--- src/rtl/spi_column_tx.sv ---
// spi_column_tx: multi-lane SPI word transmitter plus 74HC595 column driver.
// Define SPI_COLUMN_TX_EXTRA_BIT_EN to append I_extra_bit to every word.
module spi_column_tx #(
    parameter int CHANNEL_NUMBER = 8,
    parameter int SPI_SIZE       = 8,
    parameter int CLK_DIV        = 2,
    parameter int MSB_FIRST      = 1,
    parameter int COLUMN_COUNT   = 16
) (
    input  logic                            I_clk,
    input  logic                            I_rst_n,
    input  logic [SPI_SIZE-1:0]             I_data_in [CHANNEL_NUMBER],
    input  logic                            I_next_image,
    input  logic                            I_next_column,
    input  logic                            I_next_data,
    input  logic                            I_extra_bit,
    output logic                            O_tx_finish,
    output logic                            O_busy,
    output logic [$clog2(COLUMN_COUNT)-1:0] O_column,
    output logic                            O_spi_clk,
    output logic [CHANNEL_NUMBER-1:0]       O_spi_mosi,
    output logic                            O_ser_clk,
    output logic                            O_ser_data,
    output logic                            O_ser_stcp,
    output logic                            O_ser_n_enable
);

`ifdef SPI_COLUMN_TX_EXTRA_BIT_EN
    localparam int NB = SPI_SIZE + 1;
`else
    localparam int NB = SPI_SIZE;
`endif
    localparam int CW = $clog2(COLUMN_COUNT);
    localparam int BW = $clog2(SPI_SIZE + 2);
    localparam int DW = $clog2(CLK_DIV + 1);

    localparam logic [BW-1:0] BIT_LAST = BW'(NB - 1);
    localparam logic [DW-1:0] DIV_LAST = DW'(CLK_DIV - 1);
    localparam logic [CW-1:0] COL_LAST = CW'(COLUMN_COUNT - 1);

    typedef enum logic [2:0] {
        IDLE, SPI_LO, SPI_HI, SER_LO, SER_HI, LATCH, DONE
    } state_t;

    state_t r_state;
    state_t w_next;

    logic [DW-1:0]       r_div;
    logic [BW-1:0]       r_bit;
    logic                r_ser_bit;
    logic                r_is_img;
    logic [CW-1:0]       r_col_tgt;
    logic [CW-1:0]       r_column;
    logic                r_n_enable;
    logic [NB-1:0]       r_shift [CHANNEL_NUMBER];
    logic [NB-1:0]       w_load  [CHANNEL_NUMBER];
    logic [CHANNEL_NUMBER-1:0] w_mosi;
    logic                w_div_last;
    logic                w_spi_phase;
    logic                w_ser_phase;

`ifndef SPI_COLUMN_TX_EXTRA_BIT_EN
    logic w_unused;
    assign w_unused = I_extra_bit;
`endif

    assign w_div_last = (r_div == DIV_LAST);

    always_comb begin
        for (int l = 0; l < CHANNEL_NUMBER; l++) begin
`ifdef SPI_COLUMN_TX_EXTRA_BIT_EN
            w_load[l] = (MSB_FIRST != 0) ? {I_data_in[l], I_extra_bit}
                                         : {I_extra_bit, I_data_in[l]};
`else
            w_load[l] = I_data_in[l];
`endif
            w_mosi[l] = (MSB_FIRST != 0) ? r_shift[l][NB-1] : r_shift[l][0];
        end
    end

    always_ff @(posedge I_clk or negedge I_rst_n) begin
        if (!I_rst_n) begin
            r_state <= IDLE;
        end else begin
            r_state <= w_next;
        end
    end

    always_comb begin
        w_next = r_state;
        unique case (r_state)
            IDLE: begin
                if (I_next_image || I_next_column) begin
                    w_next = SER_LO;
                end else if (I_next_data) begin
                    w_next = SPI_LO;
                end
            end
            SPI_LO: if (w_div_last) w_next = SPI_HI;
            SPI_HI: begin
                if (w_div_last) begin
                    w_next = (r_bit == BIT_LAST) ? DONE : SPI_LO;
                end
            end
            SER_LO: if (w_div_last) w_next = SER_HI;
            SER_HI: if (w_div_last) w_next = LATCH;
            LATCH:  if (w_div_last) w_next = DONE;
            DONE:   w_next = IDLE;
            default: w_next = IDLE;
        endcase
    end

    always_ff @(posedge I_clk or negedge I_rst_n) begin
        if (!I_rst_n) begin
            r_div      <= '0;
            r_bit      <= '0;
            r_ser_bit  <= 1'b0;
            r_is_img   <= 1'b0;
            r_col_tgt  <= '0;
            r_column   <= '0;
            r_n_enable <= 1'b1;
            for (int l = 0; l < CHANNEL_NUMBER; l++) begin
                r_shift[l] <= '0;
            end
        end else begin
            if (r_state == IDLE || r_state == DONE || w_div_last) begin
                r_div <= '0;
            end else begin
                r_div <= r_div + 1'b1;
            end

            if (r_state == IDLE) begin
                r_bit <= '0;
                if (I_next_image) begin
                    r_is_img  <= 1'b1;
                    r_ser_bit <= 1'b1;
                    r_col_tgt <= '0;
                end else if (I_next_column) begin
                    r_is_img <= 1'b0;
                    // last column wraps and re-injects the select token
                    if (r_column == COL_LAST) begin
                        r_ser_bit <= 1'b1;
                        r_col_tgt <= '0;
                    end else begin
                        r_ser_bit <= 1'b0;
                        r_col_tgt <= r_column + 1'b1;
                    end
                end else if (I_next_data) begin
                    for (int l = 0; l < CHANNEL_NUMBER; l++) begin
                        r_shift[l] <= w_load[l];
                    end
                end
            end

            if (r_state == SPI_HI && w_div_last) begin
                r_bit <= r_bit + 1'b1;
                for (int l = 0; l < CHANNEL_NUMBER; l++) begin
                    r_shift[l] <= (MSB_FIRST != 0) ? (r_shift[l] << 1)
                                                   : (r_shift[l] >> 1);
                end
            end

            if (r_state == LATCH && w_div_last) begin
                r_column <= r_col_tgt;
                if (r_is_img) begin
                    r_n_enable <= 1'b0;
                end
            end
        end
    end

    assign w_spi_phase = (r_state == SPI_LO) || (r_state == SPI_HI);
    assign w_ser_phase = (r_state == SER_LO) || (r_state == SER_HI) ||
                         (r_state == LATCH);

    assign O_busy         = w_spi_phase || w_ser_phase;
    assign O_tx_finish    = (r_state == DONE);
    assign O_spi_clk      = (r_state == SPI_HI);
    assign O_spi_mosi     = w_spi_phase ? w_mosi : '0;
    assign O_ser_clk      = (r_state == SER_HI);
    assign O_ser_stcp     = (r_state == LATCH);
    assign O_ser_data     = w_ser_phase && r_ser_bit;
    assign O_column       = r_column;
    assign O_ser_n_enable = r_n_enable;

endmodule

--- config.mk ---
export PLATFORM = sky130hd
export DESIGN_NAME = spi_column_tx
export DESIGN_NICKNAME = d
export VERILOG_FILES = /design/src/rtl/spi_column_tx.sv
export SDC_FILE = /design/constraint.sdc
export NUM_CORES = 1
export LEC_CHECK = 0
export CAP_MARGIN = 0
export CORE_MARGIN = 2
export CORE_UTILIZATION = 54
export CTS_CLUSTER_DIAMETER = 80
export DETAILED_ROUTE_END_ITERATION = 10
export GPL_ROUTABILITY_DRIVEN = 0
export HOLD_SLACK_MARGIN = 0.08
export PLACE_DENSITY = 0.85
export SLEW_MARGIN = 15
export SYNTH_ARGS = -nofsm -noshare
export SYNTH_HDL_FRONTEND = slang
export SYNTH_SLANG_ARGS = --single-unit
--- constraint.sdc ---
create_clock -name I_clk -period 4.49 [get_ports I_clk]
set_input_delay 1.347 -clock I_clk [delete_from_list [all_inputs] [get_ports I_clk]]
set_output_delay 1.347 -clock I_clk [all_outputs]
set_load 0.02 [all_outputs]
Word level (Yosys, flattened, before mapping)

Index checks and enable logic that the tools add are counted.

Logic and storage cells: 80
Memories: 0
Latch bits: 0
Bits in writable memories: 0
Output and inout port bits: 19
Memory bits (read-only): 0
Register bits: 84
Bits of input ports: 70

Bitwise operators: 0
Shifts and indexed selects: 0
Reductions and logical operators: 18
Equality and inequality tests: 17
Muxes and demuxes: 26
Magnitude comparators: 0
$mul: 0
Add/subtract/negate cells: 3
Divide/modulo/power cells: 0

Operators by type and width:

| kind                | number |
|---|---|
| $mux 64             | 5 |
| $mux 3              | 8 |
| $mux 4              | 5 |
| $pmux 3 s6          | 1 |
| $ne 2x1->1 const B  | 5 |
| $eq 3x3->1 const B  | 3 |
| $add 4x1->4 const B | 2 |
| $mux 8              | 1 |
| $logic_or 1x1->1    | 7 |
| $eq 3x2->1 const B  | 2 |
| $reduce_and 6->1    | 1 |
| $reduce_bool 2->1   | 3 |
| $mux 1              | 5 |
| $eq 4x3->1 const B  | 1 |
| $eq 4x4->1 const B  | 1 |
| $ne 2x2->1 const B  | 2 |
| $reduce_and 2->1    | 2 |
| $reduce_and 4->1    | 1 |
| $eq 3x1->1 const B  | 1 |
| $logic_and 1x1->1   | 3 |
| $logic_not 3->1     | 1 |
| $ne 3x3->1 const B  | 1 |
| $add 2x1->2 const B | 1 |
| $eq 2x1->1 const B  | 1 |
| $mux 2              | 1 |

Depth between registers and ports, before layout

Gate-level depths: netlist of run 1.

Depth in word-level cells: 5
Depth in mapped cells: 9
Depth with buffers taken out: 5

Worst setup path before layout of run 1

No wires, ideal clock.

Path type: reg2out
From: reg r_state[1]
To: out O_spi_mosi[0]
Path slack: 1.819 ns
Cell stages (with the launch flop): 5
Buffers on the path: 1
Required time: 3.143 ns
Arrival: 1.324 ns
Cells stage by stage: dfrtp_1 -> clkbuf_1 -> nand2b_1 -> a21oi_1 -> and2_1

Cells in the longest elaborated chain, start to end: 3
Elaborated cells on any way between the ends: 4
Those cells by class: eq/ne: 2; mux: 1; reduce/logical: 1

Ends and longest elaborated chain:

| what                                            | line | RTL |
|---|---|---|
| start: declaration                              | 45   | `state_t r_state;` |
| start signal: assignment                        | 85   | `r_state <= w_next;` |
| $eq 3x1->1 / $eq 3x2->1 (equally long branches) | 172  | `assign w_spi_phase = (r_state == SPI_LO) \|\| (r_state == SPI_HI);` |
| $logic_or 1x1->1 *                              | 172  |  |
| $mux 8 *                                        | 179  | `assign O_spi_mosi = w_spi_phase ? w_mosi : '0;` |
| end: declaration                                | 21   | `output logic [CHANNEL_NUMBER-1:0] O_spi_mosi,` |

Every way passes the cells marked *; elsewhere a longest branch is shown, timed or not.

Worst setup path after layout of run 1

From: reg r_state[1]
To: out O_spi_mosi[5]

The elaborated chain is that of the path after synthesis.

==> results.cfg, run 1 <==
[outcome]
status = complete, no violations

[floorplan]
rows = 31
coreArea_um2 = 7137
die_w_um = 89.24
die_y_um = 89.24
dieArea_um2 = 7964
io_pins = 89
start_util_pct = 54.98

[power]
switching_power_mw = 0.9693
seq_power_share_pct = 43.1
clkPwrFrac_pct = 21.0
leakage_nw = 2.181
power.internal_mw = 2.003
p_per_area_nw_per_um2 = 590.4
pwr-share-comb_pct = 35.8
peakVddDrop_mv = 0.3640
swShare_pct = 32.62

[synthesis]
synth.distinct_cells = 45
ys_warn_count = 0
netlist_area_um2 = 3924
synth_edf_count = 0
synth-seq-area-share_pct = 53.60
synth_ff_type = dfrtp_1
ys_ff_latch = 84
async_reset_ff_share_pct = 100.0
syn_inst = 333
synth_fp_nets = 406
avgSynthCellArea_um2 = 11.78

[detailed_routing]
routed_via_density = 5.912
antenna_left = 0
vias = 3039
drtIter0Drc = 236
wl_per_cell_um = 17.41
drcViolationCount = 0
first_pass_iters = 4
routed_wl_um = 8947

[sta]
worst_pin_slew_ns = 1.013
slew-limit-headroom_pct = 32.44
min_period_over_period_pct = 84.85
fin_skew_ns = 0.008174
finalSetupViolations = 0
slew_viol_final = 0
rsz0062_at_grt = false
max_freq_mhz = 262.5
period_minus_slack_ns = 3.810
setup-tns-final_ns = 0
hold_viol = 0

[finish]
final_cell_mix = clkdlybuf4s50_1, dfrtp_1, a221o_1
n_antenna_cell = 0
fin_nets = 483
layout-drive-gt1-share_pct = 8.434
syn_to_final_growth_pct = 28.28
layout_commonest_cell = clkdlybuf4s50_1
final_cell_area_um2 = 5034

[worst_setup_path]
crit_path_start = r_state[1]
path_class = flop to output port
cp-start-kind = flop
r2r_cells = 6
arrival_ns = 2.46
endpoint_kind = output port
required_ns = 3.14
reg2reg_slack_ns = 1.93
worstReg2RegEnd = r_shift[58]
endpoint = O_spi_mosi[5]
r2r_start = r_div[0]
path_max_fanout = 16

[clock_network]
htree_num_levels = 3
clk_pin_slew_ns = 0.07
cts_max_path_buffers = 2
cts_tree = done
cts_root_buf = clkbuf_8
cts_hold_buf = 0
clock_latency_ns = 0.35
post_cts_buffers = 0
post_cts_resize_count = 0
cts_inserted_buffers = 9
clock-sinks = 84

[placement]
dpl-instance-area_um2 = 4802
io_buffers = 87
hpwl_um = 5939

[run]
cap_violations = 0

[global_route]
grt_overflow_total = 0
grt_pass1_wl_um = 14300
grtUsageTotal_pct = 23.70
antenna_found_initial = 0
grt_pass1_vias = 2894
grt_max_degree = 85

[hold_path]
min_path_type = flop to flop
==> how the worst min path moves through the flow <==
stage / cells after the start / from / end / slack (ns)
after floorplan: 1 / r_is_img / O_ser_n_enable / 0.39
after global placement: 1 / r_is_img / O_ser_n_enable / 0.42
after detailed placement: 1 / r_is_img / O_ser_n_enable / 0.43
after CTS: 1 / r_is_img / O_ser_n_enable / 0.43
after global routing: 1 / r_is_img / O_ser_n_enable / 0.45
final: 1 / r_is_img / O_ser_n_enable / 0.43
==> per-stage QoR <==
| step | power (mW) | std cells | utilization, % | setup slack [ns] | hold slack, ns |
|---|---|---|---|---|---|
| after floorplan | 2.012 | 333 | - | 1.819 | 0.3911 |
| after global placement | 2.296 | 498 | 67.29 | 1.040 | 0.4159 |
| after detailed placement | 2.354 | 498 | 67.29 | 0.9819 | 0.4256 |
| after CTS | 2.991 | 514 | 70.53 | 0.6738 | 0.4307 |
| after global routing | 3.165 | 514 | 70.53 | 0.5117 | 0.4465 |
| final | 2.972 | 514 | 70.53 | 0.6804 | 0.4308 |
==> per-layer routing <==
| layer | vias up | share of wire, % | global-route usage (%) |
|---|---|---|---|
| li1 | 1407 | - | - |
| met1 | 1526 | 44 | 33.86 |
| met2 | 98 | 49 | 36.77 |
| met3 | 8 | 6.7 | 5.448 |
| met4 | 0 | 0.88 | 6.513 |
| met5 | - | 0 | 0 |
==> cell usage after synthesis (2+ instances only) <==
| cell | count | area share (%) |
|---|---|---|
| mux2i_1 | 4 | 1.0 |
| nor2b_1 | 3 | 0.48 |
| buf_2 | 8 | 1.0 |
| a221o_1 | 55 | 14 |
| a22o_1 | 3 | 0.67 |
| clkbuf_1 | 8 | 0.77 |
| and2_1 | 48 | 7.7 |
| nor3_1 | 11 | 1.4 |
| inv_1 | 13 | 1.2 |
| and2_0 | 8 | 1.3 |
| ha_1 | 3 | 0.96 |
| dfrtp_1 | 83 | 53 |
| buf_4 | 3 | 0.57 |
| buf_6 | 6 | 1.7 |
| a21oi_1 | 5 | 0.64 |
| nand2b_1 | 4 | 0.64 |
| o21ai_0 | 6 | 0.77 |
| a31oi_1 | 2 | 0.32 |
| nor2_1 | 6 | 0.57 |
| nand2_1 | 2 | 0.19 |
| o2bb2ai_1 | 2 | 0.45 |
| nand3b_1 | 2 | 0.38 |
| nand3_1 | 11 | 1.4 |
| o31ai_1 | 10 | 1.9 |
| mux2_2 | 7 | 2.0 |
==> critical path, cell delays in order (launching register included) <==
cell	delay [ns]
dfrtp_1	0.56
nand2b_1	0.27
a21oi_1	0.48
and2_1	0.21
clkdlybuf4s50_1	0.60
==> sequential cells by signal (all words and copies together) (netlist names) <==
name / count
O_column: 4
O_ser_n_enable: 1
r_bit: 4
r_col_tgt: 4
r_div: 2
r_is_img: 1
r_ser_bit: 1
r_shift: 64
r_state: 3
==> cells by family (layout without fill, tap and decap cells) <==
| logic type | after synthesis | count (layout) | share of synthesized area, % |
|---|---|---|---|
| simple gates | 104 | 104 | 16.10 |
| compound gates | 89 | 89 | 20.31 |
| flops | 84 | 84 | 53.60 |
| buf+inv | 40 | 122 | 5.548 |
| mux | 11 | 11 | 3.029 |
| fa+ha+maj | 3 | 3 | 0.9567 |
| xor+xnor | 2 | 2 | 0.4465 |
==> area by class of cell <==
| class | count | area (um2) |
|---|---|---|
| Clock buffer | 11 | 131.4 |
| Clock inverter | 5 | 100.1 |
| Fill cell | 550 | 2103 |
| Inverter | 14 | 52.55 |
| Multi-Input combinational cell | 209 | 1604 |
| Sequential cell | 84 | 2103 |
| Tap cell | 99 | 123.9 |
| Timing Repair Buffer | 92 | 918.4 |
==> power groups by stage <==
stage / combinational [mW] / sequential, mW / clock (mW)
2_1_floorplan: 0.805 / 1.21 / 0
3_3_place_gp: 1.03 / 1.27 / 0
3_5_place_dp: 1.06 / 1.29 / 0
4_1_cts: 1.08 / 1.28 / 0.636
5_1_grt: 1.18 / 1.32 / 0.671
6_report: 1.06 / 1.28 / 0.625
(Power assumes the default switching activity.)
==> inputs of run 2 (changes only) <==
Settings changed: CORE_UTILIZATION 54 to 50, PLACE_DENSITY 0.85 to 0.8.
Clock period 4.49 ns to 3.64 ns, I/O delays scaled along.
==> run 2 against run 1 <==
Effect of this change:
- flip-flop and latch count is the same
- via count decreased by 1.1%
- utilization down 4.5 points
- worst setup slack got worse by 0.40 ns
- global-route usage fell by 2.4 points
- first-iteration DRC count decreased by 0.85%
- non-clock buffer count is 2 higher
- register-to-register slack worse by 0.65 ns
- clock skew up 0.0011 ns
- critical path depth unchanged
- sequential power is 23% higher
- sequential share of layout area decreased by 0.13 points
- critical endpoint is now O_spi_mosi[7]
- largest cell class unchanged
- highest routed layer unchanged
==> results.cfg, run 2 (synthesis results as in run 1) <==
[clock_network]
cts_root_buf = clkbuf_8
cts_hold_buf = 0
cts_inserted_buffers = 9
htree_num_levels = 3
clk_pin_slew_ns = 0.08
post_cts_resize_count = 0
cts_max_path_buffers = 2
clock_latency_ns = 0.35
clock-sinks = 84
post_cts_buffers = 0
cts_tree = done

[floorplan]
rows = 32
io_pins = 89
start_util_pct = 51.31
die_w_um = 92.59
die_y_um = 92.59
coreArea_um2 = 7647
dieArea_um2 = 8572

[power]
leakage_nw = 2.179
p_per_area_nw_per_um2 = 722.0
peakVddDrop_mv = 0.4567

[worst_setup_path]
cp-start-kind = flop
path_class = flop to output port
arrival_ns = 2.27
required_ns = 2.55
endpoint_kind = output port
path_max_fanout = 16

[detailed_routing]
antenna_left = 0
vias = 3006
routed_wl_um = 8772
routed_via_density = 5.792
drcViolationCount = 0
drtIter0Drc = 234
first_pass_iters = 4
wl_per_cell_um = 16.90

[sta]
rsz0062_at_grt = false
worst_pin_slew_ns = 1.070
hold_viol = 0
finalSetupViolations = 0
max_freq_mhz = 297.8
fin_skew_ns = 0.009247
setup-tns-final_ns = 0
slew_viol_final = 0
slew-limit-headroom_pct = 28.54
period_minus_slack_ns = 3.358
min_period_over_period_pct = 92.25

[global_route]
grtUsageTotal_pct = 21.25
grt_pass1_wl_um = 14560
grt_pass1_vias = 2958
grt_max_degree = 85
grt_overflow_total = 0
antenna_found_initial = 0

[finish]
layout-drive-gt1-share_pct = 9.353
n_antenna_cell = 0
syn_to_final_growth_pct = 28.70
regMostFlops = r_shift
layout_commonest_cell = clkdlybuf4s50_1
largest_reg_flops = 64
fin_cells = 519
fin_nets = 485
final_cell_mix = clkdlybuf4s50_1, dfrtp_1, a221o_1

[placement]
place_inst = 503
hpwl_um = 5622
io_buffers = 87

[run]
cap_violations = 0

[hold_path]
min_path_type = flop to flop

[outcome]
status = complete, no violations
## run 2: cell types whose count changed in the layout (fill, tap and decap cells not counted), sizes merged
cell      change
inv           +1
clkinv        -2
buf           +2
bufinv        -1
clkinvlp      +2
## run 2: final timing paths
check                      cells past startpoint       start             end  slack, ns
max in group asynchronous                      1     I_rst_n     r_shift[41]       2.05
min                                            1    r_is_img  O_ser_n_enable       0.42
min in group asynchronous                      1     I_rst_n     r_shift[52]       0.92
max reg2reg                                    5    r_div[0]     r_shift[27]       1.28
min reg2reg                                    1    r_is_img  O_ser_n_enable       0.42
max                                            4  r_state[1]   O_spi_mosi[7]       0.28
## run 2: layer usage
metal	vias up	track usage, %	wire length [um]
met4	0	4.478	29
met2	89	31.08	3872
met1	1507	32.31	4281
met3	4	5.126	588
li1	1406	-	-
met5	-	0	0
## run 2: per-stage QoR
| stage | power, mW | setup slack (ns) | hold WS (ns) | util, % | instance area (um2) |
|---|---|---|---|---|---|
| CTS | 3.663 | 0.09658 | 0.4306 | 65.98 | 5046 |
| finish | 3.646 | 0.2820 | 0.4236 | 66.03 | 5050 |
| detailed placement | 2.910 | 0.3844 | 0.4233 | 63.04 | 4821 |
| global route | 3.890 | 0.09500 | 0.4336 | 66.03 | 5050 |
| floorplan | 2.482 | 1.224 | 0.3911 | - | 3924 |
| global placement | 2.854 | 0.4517 | 0.4142 | 63.04 | 4821 |
## run 2: area by class of cell
type                       count  area (um2)
clock buffer                  11       141.4
multi-input combinational    209        1608
clock inverter                 5       83.83
fill                         600        2597
inverter                      14       52.55
sequential                    84        2103
tap                          102       127.6
timing repair buffer          94       933.4
## run 2: where the power goes
part	internal (mW)	switching, mW	leakage (nW)
Clock	0.408	0.333	0.106
Combinational	0.708	0.625	0.981
Sequential	1.32	0.251	1.09
## run 2: worst max-delay path, stage by stage (launching register included)
cell and delay (ns):
dfrtp_1 0.55, nand2b_1 0.26, a21oi_2 0.34, and2_1 0.18, clkdlybuf4s50_1 0.60
